$ cat src/rtl/uitpg_ctrl.sv
// Pattern-mode scheduler for the TPG: counts frames on vsync rising edges and steps or holds the mode select.
// Latency: outputs update one clock after tpg_vs_i rises; cfg_ack_o pulses one clock after a write.
// Backpressure: none. Writes are always accepted; a newer pending write overwrites the older one.
// Optional feature macro: UITPG_CTRL_KEY_EN adds a debounced active-low step key on key_i.
module uitpg_ctrl #(
  parameter int FRAMES_PER_MODE = 128,
  parameter int NUM_MODES       = 16,
  parameter int DEBOUNCE_CYC    = 1000000
) (
  input  logic        tpg_clk_i,
  input  logic        tpg_rst_n_i,
  input  logic        tpg_vs_i,
  input  logic        cfg_wr_i,
  input  logic        cfg_auto_i,
  input  logic [3:0]  cfg_mode_i,
`ifdef UITPG_CTRL_KEY_EN
  input  logic        key_i,
`endif
  output logic        cfg_ack_o,
  output logic [3:0]  mode_o,
  output logic        mode_chg_o,
  output logic [15:0] frame_cnt_o
);

  localparam int             DW        = $clog2(FRAMES_PER_MODE) + 1;
  localparam logic [3:0]     MaxMode   = 4'(NUM_MODES - 1);
  localparam logic [DW-1:0]  DwellLast = DW'(FRAMES_PER_MODE - 1);

  // Reject parameter values that would make the counters or the mode wrap meaningless.
  if (FRAMES_PER_MODE < 1) begin : g_bad_fpm
    $error("FRAMES_PER_MODE must be >= 1");
  end
  if (NUM_MODES < 2 || NUM_MODES > 16) begin : g_bad_modes
    $error("NUM_MODES must be in 2..16");
  end
  if (DEBOUNCE_CYC < 1) begin : g_bad_deb
    $error("DEBOUNCE_CYC must be >= 1");
  end

  typedef enum logic [1:0] {ST_IDLE, ST_AUTO, ST_MANUAL} state_e;

  state_e         state_q, state_d;
  logic [3:0]     mode_q, mode_d;
  logic [DW-1:0]  dwell_q, dwell_d;
  logic           chg_q, chg_d;
  logic [15:0]    frame_q;
  logic           vs_q;
  logic           vs_edge;
  logic           pend_vld_q, pend_auto_q;
  logic [3:0]     pend_mode_q;
  logic           ack_q;
  logic           wr_vld, wr_auto;
  logic [3:0]     wr_mode;
  logic [3:0]     cfg_mode_clamped;

  assign vs_edge          = tpg_vs_i & ~vs_q;
  assign cfg_mode_clamped = (cfg_mode_i > MaxMode) ? MaxMode : cfg_mode_i;

`ifdef UITPG_CTRL_KEY_EN
  localparam int            CW      = $clog2(DEBOUNCE_CYC + 1);
  localparam logic [CW-1:0] DebLast = CW'(DEBOUNCE_CYC - 1);

  logic          key_s1_q, key_s2_q, key_stb_q;
  logic [CW-1:0] deb_cnt_q;
  logic          key_fall;
  logic [3:0]    step_base;

  // Synchronise the key and accept a new level only after it has differed for DEBOUNCE_CYC clocks.
  always_ff @(posedge tpg_clk_i or negedge tpg_rst_n_i) begin
    if (!tpg_rst_n_i) begin
      key_s1_q  <= 1'b1;
      key_s2_q  <= 1'b1;
      key_stb_q <= 1'b1;
      deb_cnt_q <= '0;
    end else begin
      key_s1_q <= key_i;
      key_s2_q <= key_s1_q;
      if (key_s2_q != key_stb_q) begin
        if (deb_cnt_q == DebLast) begin
          key_stb_q <= key_s2_q;
          deb_cnt_q <= '0;
        end else begin
          deb_cnt_q <= deb_cnt_q + 1'b1;
        end
      end else begin
        deb_cnt_q <= '0;
      end
    end
  end

  // A debounced press steps from the mode that would be shown next; a host write in the same cycle wins.
  always_comb begin
    key_fall  = key_stb_q & ~key_s2_q & (deb_cnt_q == DebLast);
    step_base = pend_vld_q ? pend_mode_q : mode_q;
    wr_vld    = cfg_wr_i | key_fall;
    wr_mode   = cfg_wr_i ? cfg_mode_clamped : ((step_base == MaxMode) ? 4'd0 : step_base + 4'd1);
    wr_auto   = cfg_wr_i ? cfg_auto_i : 1'b0;
  end
`else
  // Only the host port can request a mode change.
  always_comb begin
    wr_vld  = cfg_wr_i;
    wr_mode = cfg_mode_clamped;
    wr_auto = cfg_auto_i;
  end
`endif

  // Hold the latest request until a frame boundary consumes it; a write on that same edge stays pending.
  always_ff @(posedge tpg_clk_i or negedge tpg_rst_n_i) begin
    if (!tpg_rst_n_i) begin
      vs_q        <= 1'b0;
      pend_vld_q  <= 1'b0;
      pend_auto_q <= 1'b0;
      pend_mode_q <= 4'd0;
      ack_q       <= 1'b0;
      frame_q     <= 16'd0;
    end else begin
      vs_q  <= tpg_vs_i;
      ack_q <= wr_vld;
      if (vs_edge) frame_q <= frame_q + 16'd1;
      if (vs_edge && pend_vld_q) pend_vld_q <= 1'b0;
      if (wr_vld) begin
        pend_vld_q  <= 1'b1;
        pend_mode_q <= wr_mode;
        pend_auto_q <= wr_auto;
      end
    end
  end

  // Next-state logic: everything moves only on a frame boundary, pending request first.
  always_comb begin
    state_d = state_q;
    mode_d  = mode_q;
    dwell_d = dwell_q;
    chg_d   = 1'b0;
    if (vs_edge) begin
      if (pend_vld_q) begin
        mode_d  = pend_mode_q;
        state_d = pend_auto_q ? ST_AUTO : ST_MANUAL;
        dwell_d = '0;
        chg_d   = (pend_mode_q != mode_q);
      end else begin
        case (state_q)
          ST_IDLE: begin
            state_d = ST_AUTO;
            dwell_d = '0;
          end
          ST_AUTO: begin
            if (dwell_q == DwellLast) begin
              mode_d  = (mode_q == MaxMode) ? 4'd0 : mode_q + 4'd1;
              dwell_d = '0;
              chg_d   = 1'b1;
            end else begin
              dwell_d = dwell_q + 1'b1;
            end
          end
          default: ;
        endcase
      end
    end
  end

  // State and output registers.
  always_ff @(posedge tpg_clk_i or negedge tpg_rst_n_i) begin
    if (!tpg_rst_n_i) begin
      state_q <= ST_IDLE;
      mode_q  <= 4'd0;
      dwell_q <= '0;
      chg_q   <= 1'b0;
    end else begin
      state_q <= state_d;
      mode_q  <= mode_d;
      dwell_q <= dwell_d;
      chg_q   <= chg_d;
    end
  end

  assign cfg_ack_o   = ack_q;
  assign mode_o      = mode_q;
  assign mode_chg_o  = chg_q;
  assign frame_cnt_o = frame_q;

endmodule
$ cat config.mk
export PLATFORM = sky130hd
export DESIGN_NAME = uitpg_ctrl
export DESIGN_NICKNAME = d
export VERILOG_FILES = /design/src/rtl/uitpg_ctrl.sv
export SDC_FILE = /design/constraint.sdc
export NUM_CORES = 1
export LEC_CHECK = 0
export CAP_MARGIN = 20
export CORE_MARGIN = 3
export CORE_UTILIZATION = 45
export DETAILED_ROUTE_END_ITERATION = 8
export PLACE_DENSITY = 0.72
export SYNTH_ARGS = -nofsm -noshare
export SYNTH_HDL_FRONTEND = slang
export SYNTH_SLANG_ARGS = --single-unit
$ cat constraint.sdc
create_clock -name tpg_clk_i -period 1.4 [get_ports tpg_clk_i]
set_input_delay 0.28 -clock tpg_clk_i [delete_from_list [all_inputs] [get_ports tpg_clk_i]]
set_output_delay 0.28 -clock tpg_clk_i [all_outputs]
set_load 0.02 [all_outputs]
==> impl_metrics.tcl, run 1 <==
set metrics [dict create \
    synth_edf_count 0 \
    fin_crit_sh_pct 111.4 \
    cts-root-buf "clkbuf_8" \
    drt-pass1-iter-count 4 \
    grt_pass1_vias 1650 \
    drt_iter0_markers 59 \
    fmax_mhz 641.0 \
    vias 1642 \
    skew_ps 8.319 \
    regArea_sq_um 980.9 \
    grt_start_max_net_pins 40 \
    swShare_pct 31.74 \
    clk_pin_slew_worst_paths_ps 80 \
    filler_cell_count 291 \
    hp-class "in2reg" \
    diodes 0 \
    ant_nets 0 \
    grt_pass1_wl_microns 7907 \
    worstMarginPinSlew_ps 471.7 \
    met2_length_microns 2542 \
    rows 23 \
    rsz0062_at_grt "true" \
    finalNonFillerCells 301 \
    seq_area_frac_synth_pct 50.88 \
    coreArea_sq_um 4058 \
    viasPerCell 5.455 \
    drt-met1-wl_microns 1965 \
    setup_tns_ps -484.2 \
    setup_slack_ps -160.0 \
    cp-start-kind "flop" \
    initial_utilization_pct 47.27 \
    p_switching_mw 1.093 \
    drive_above_1_share_pct 36.25 \
    synthDistinctLibCells 42 \
    routabilityCongestion 0.8592 \
    io_buffers 30 \
    ys_ff_latch 39 \
    synth_cells 179 \
    area_growth_pct 47.88 \
    syn-cell-area_sq_um 1918 \
    clkLatencyLatePin_ps 300 \
    routed.top_layer "met4" \
    die_h_microns 71.29 \
    status "complete, but fails checks" \
    final_nets 262 \
    cts_max_level 2 \
    drv_cap 0 \
    violations "setup timing" \
    dieArea_sq_um 5082 \
    die_w_microns 71.29 \
    crit_fanout 4 \
    slew_headroom_pct 68.55 \
    min_period_ps 1560 \
    track_usage_pct 19.98 \
    ir_drop_mv 0.7560 \
    setup_violations 6 \
    dp_hpwl_microns 3226 \
    cts.sinks 39 \
    ys_warn_count 0 \
    ios 31 \
    final-hold-violation-count 0 \
    async_reset_ff_share_pct 100.0 \
    p_per_area_nw_per_um2 1214 \
    power.leakage_nw 1.297 \
    dp.cells 286 \
    hold_path_depth 1 \
    wl_per_cell_microns 16.10 \
    worstSetupPathType "reg2reg" \
    internal-power_mw 2.350 \
    synth_fp_nets 191 \
    synth_area_per_cell_sq_um 10.72 \
    slew_viol_final 0 \
    cts_tree "done" \
    clockBufferDepth 2 \
    antenna_found_initial 0 \
    routed_wl_microns 4845 \
    reg2reg_depth 5 \
    synth_top_flop_cell "dfrtp_1" \
    pwr-share-comb_pct 29.8 \
    arrival_ps 1790 \
    multi_input_area_sq_um 1072 \
    critPathCaptureType "flop" \
    clkPwrFrac_pct 28.5 \
    grt-ovfl-total 0 \
    met3_length_microns 256 \
    cts-buffers-inserted 5 \
    worstPathRequired_ps 1630 \
    seqPwrFrac_pct 41.7 \
    remaining_drc_errors 0 \
]
-- sequential cells by signal, indices dropped and copies added (netlist names) --
signal	count
pend_mode_q	4
mode_o	4
pend_vld_q	1
state_q	2
mode_chg_o	1
pend_auto_q	1
vs_q	1
dwell_q	8
frame_cnt_o	16
cfg_ack_o	1
-- per-stage QoR --
step	utilization, %	area (sq um)	hold WS [ps]	setup slack (ps)	total power, mW
2_1_floorplan	-	1939	-15.59	-50.05	1.919
5_1_grt	69.90	2836	342.2	-170.1	3.616
6_report	69.90	2836	345.6	-160.0	3.443
3_3_place_gp	62.35	2530	261.6	-332.5	2.434
4_1_cts	66.14	2684	322.0	-139.6	3.416
3_5_place_dp	62.35	2530	265.0	-381.2	2.476
-- cell usage in the layout, fill, tap and decap left out, drive strengths merged, types with 2 or more instances in the layout --
| cell | n |
|---|---|
| a22oi | 2 |
| ha | 3 |
| mux2 | 8 |
| or3 | 2 |
| dfrtp | 39 |
| nand4 | 2 |
| clkbuf | 6 |
| a21oi | 5 |
| dlygate4sd2 | 21 |
| nand2b | 2 |
| buf | 40 |
| nor4 | 4 |
| clkdlybuf4s50 | 6 |
| xor2 | 8 |
| and4 | 4 |
| nor2 | 9 |
| inv | 5 |
| nand3 | 9 |
| clkdlybuf4s15 | 2 |
| mux2i | 3 |
| and2b | 2 |
| nand2 | 21 |
| a21o | 2 |
| nor3 | 6 |
| o21ai | 10 |
| o211ai | 2 |
| xnor2 | 12 |
-- worst max-delay path, stage by stage, from the launching register on --
cell      delay, ps
dfrtp_2         430
ha_4            150
nand3b_1        130
nor4_4          360
mux2_4          340
nor2_4           80
-- what timing repair did --
item / in CTS / in global routing
endpoints found under the setup margin: 33 / 17
hold buffers: 1 / 0
pin swaps: 3 / 13
resized for setup: 32 / 32
setup buffers: 2 / 4
endpoints found under the hold margin: 39 / 0
-- synth_stat cells (2+ instances only) --
cell type	number	area share, %
a21oi_1	5	1.3
nor4_1	4	1.3
nand2b_1	2	0.65
inv_1	5	0.98
buf_2	4	1.0
a21o_1	2	0.78
nor2_1	9	1.8
or3_1	2	0.65
xnor2_1	12	5.5
xor2_1	8	3.7
o211ai_1	2	0.78
clkbuf_1	2	0.39
dfrtp_1	39	51
mux2_2	7	4.1
nor3_1	5	1.3
a22oi_1	2	0.78
and2b_1	2	0.78
o21ai_0	7	1.8
nand2_1	20	3.9
and4_1	4	1.8
mux2i_1	3	1.6
o21ai_1	3	0.78
ha_1	3	2.0
nand3_1	8	2.1
nand4_1	2	0.65
-- final timing paths --
kind / slack, ps / startpoint / end
max in group asynchronous: 710 / tpg_rst_n_i / frame_cnt_o[0]
min in group asynchronous: 470 / tpg_rst_n_i / frame_cnt_o[9]
worst min register to register: 480 / frame_cnt_o[15] / frame_cnt_o[15]
worst max-delay path: -160 / mode_o[1] / mode_o[2]
worst min-delay path: 350 / tpg_vs_i / vs_q
worst max register to register: -160 / mode_o[1] / mode_o[2]
-- metal layers --
| layer | vias to the layer above | global-route usage, % |
|---|---|---|
| met5 | - | 0 |
| met4 | 0 | 8.351 |
| met3 | 10 | 4.769 |
| met2 | 52 | 34.59 |
| met1 | 802 | 23.70 |
| li1 | 778 | - |
-- power groups by stage --
stage                     Clock (mW)  Combinational (mW)  Sequential (mW)
after global placement             0                1.01             1.43
after global routing            1.05                1.11             1.45
after floorplan                    0               0.333             1.59
after CTS                       1.00               0.996             1.42
after detailed placement           0                1.03             1.44
final                          0.981                1.03             1.43
-- layout make-up --
cell class,count,area share (%)
clock inverter,2,1.235
tap,50,2.206
multi-input combinational,129,37.80
sequential,39,34.58
inverter,5,0.6617
clock buffer,6,2.911
timing repair buffer,70,20.60
-- cell families (layout without fill, tap and decap cells) --
kind of cell | count (synthesis) | in the layout | synth area share [%]
AO/OA/AOI/OAI | 27 | 27 | 8.871
AND/OR/NAND/NOR | 68 | 68 | 20.29
flip-flops | 39 | 39 | 50.88
buffers and inverters | 11 | 83 | 2.414
adder cells (fa/ha/maj) | 3 | 3 | 1.957
multiplexers | 11 | 11 | 6.458
XOR/XNOR | 20 | 20 | 9.133
Power figures use the tool's default switching activity.
==> run 2, diff against run 1 <==
CAP_MARGIN = not set   (was 20)
SLEW_MARGIN = 30   (was not set)
==> results of run 2 <==
Final layout, timing and power as in run 1 (identical DEF).
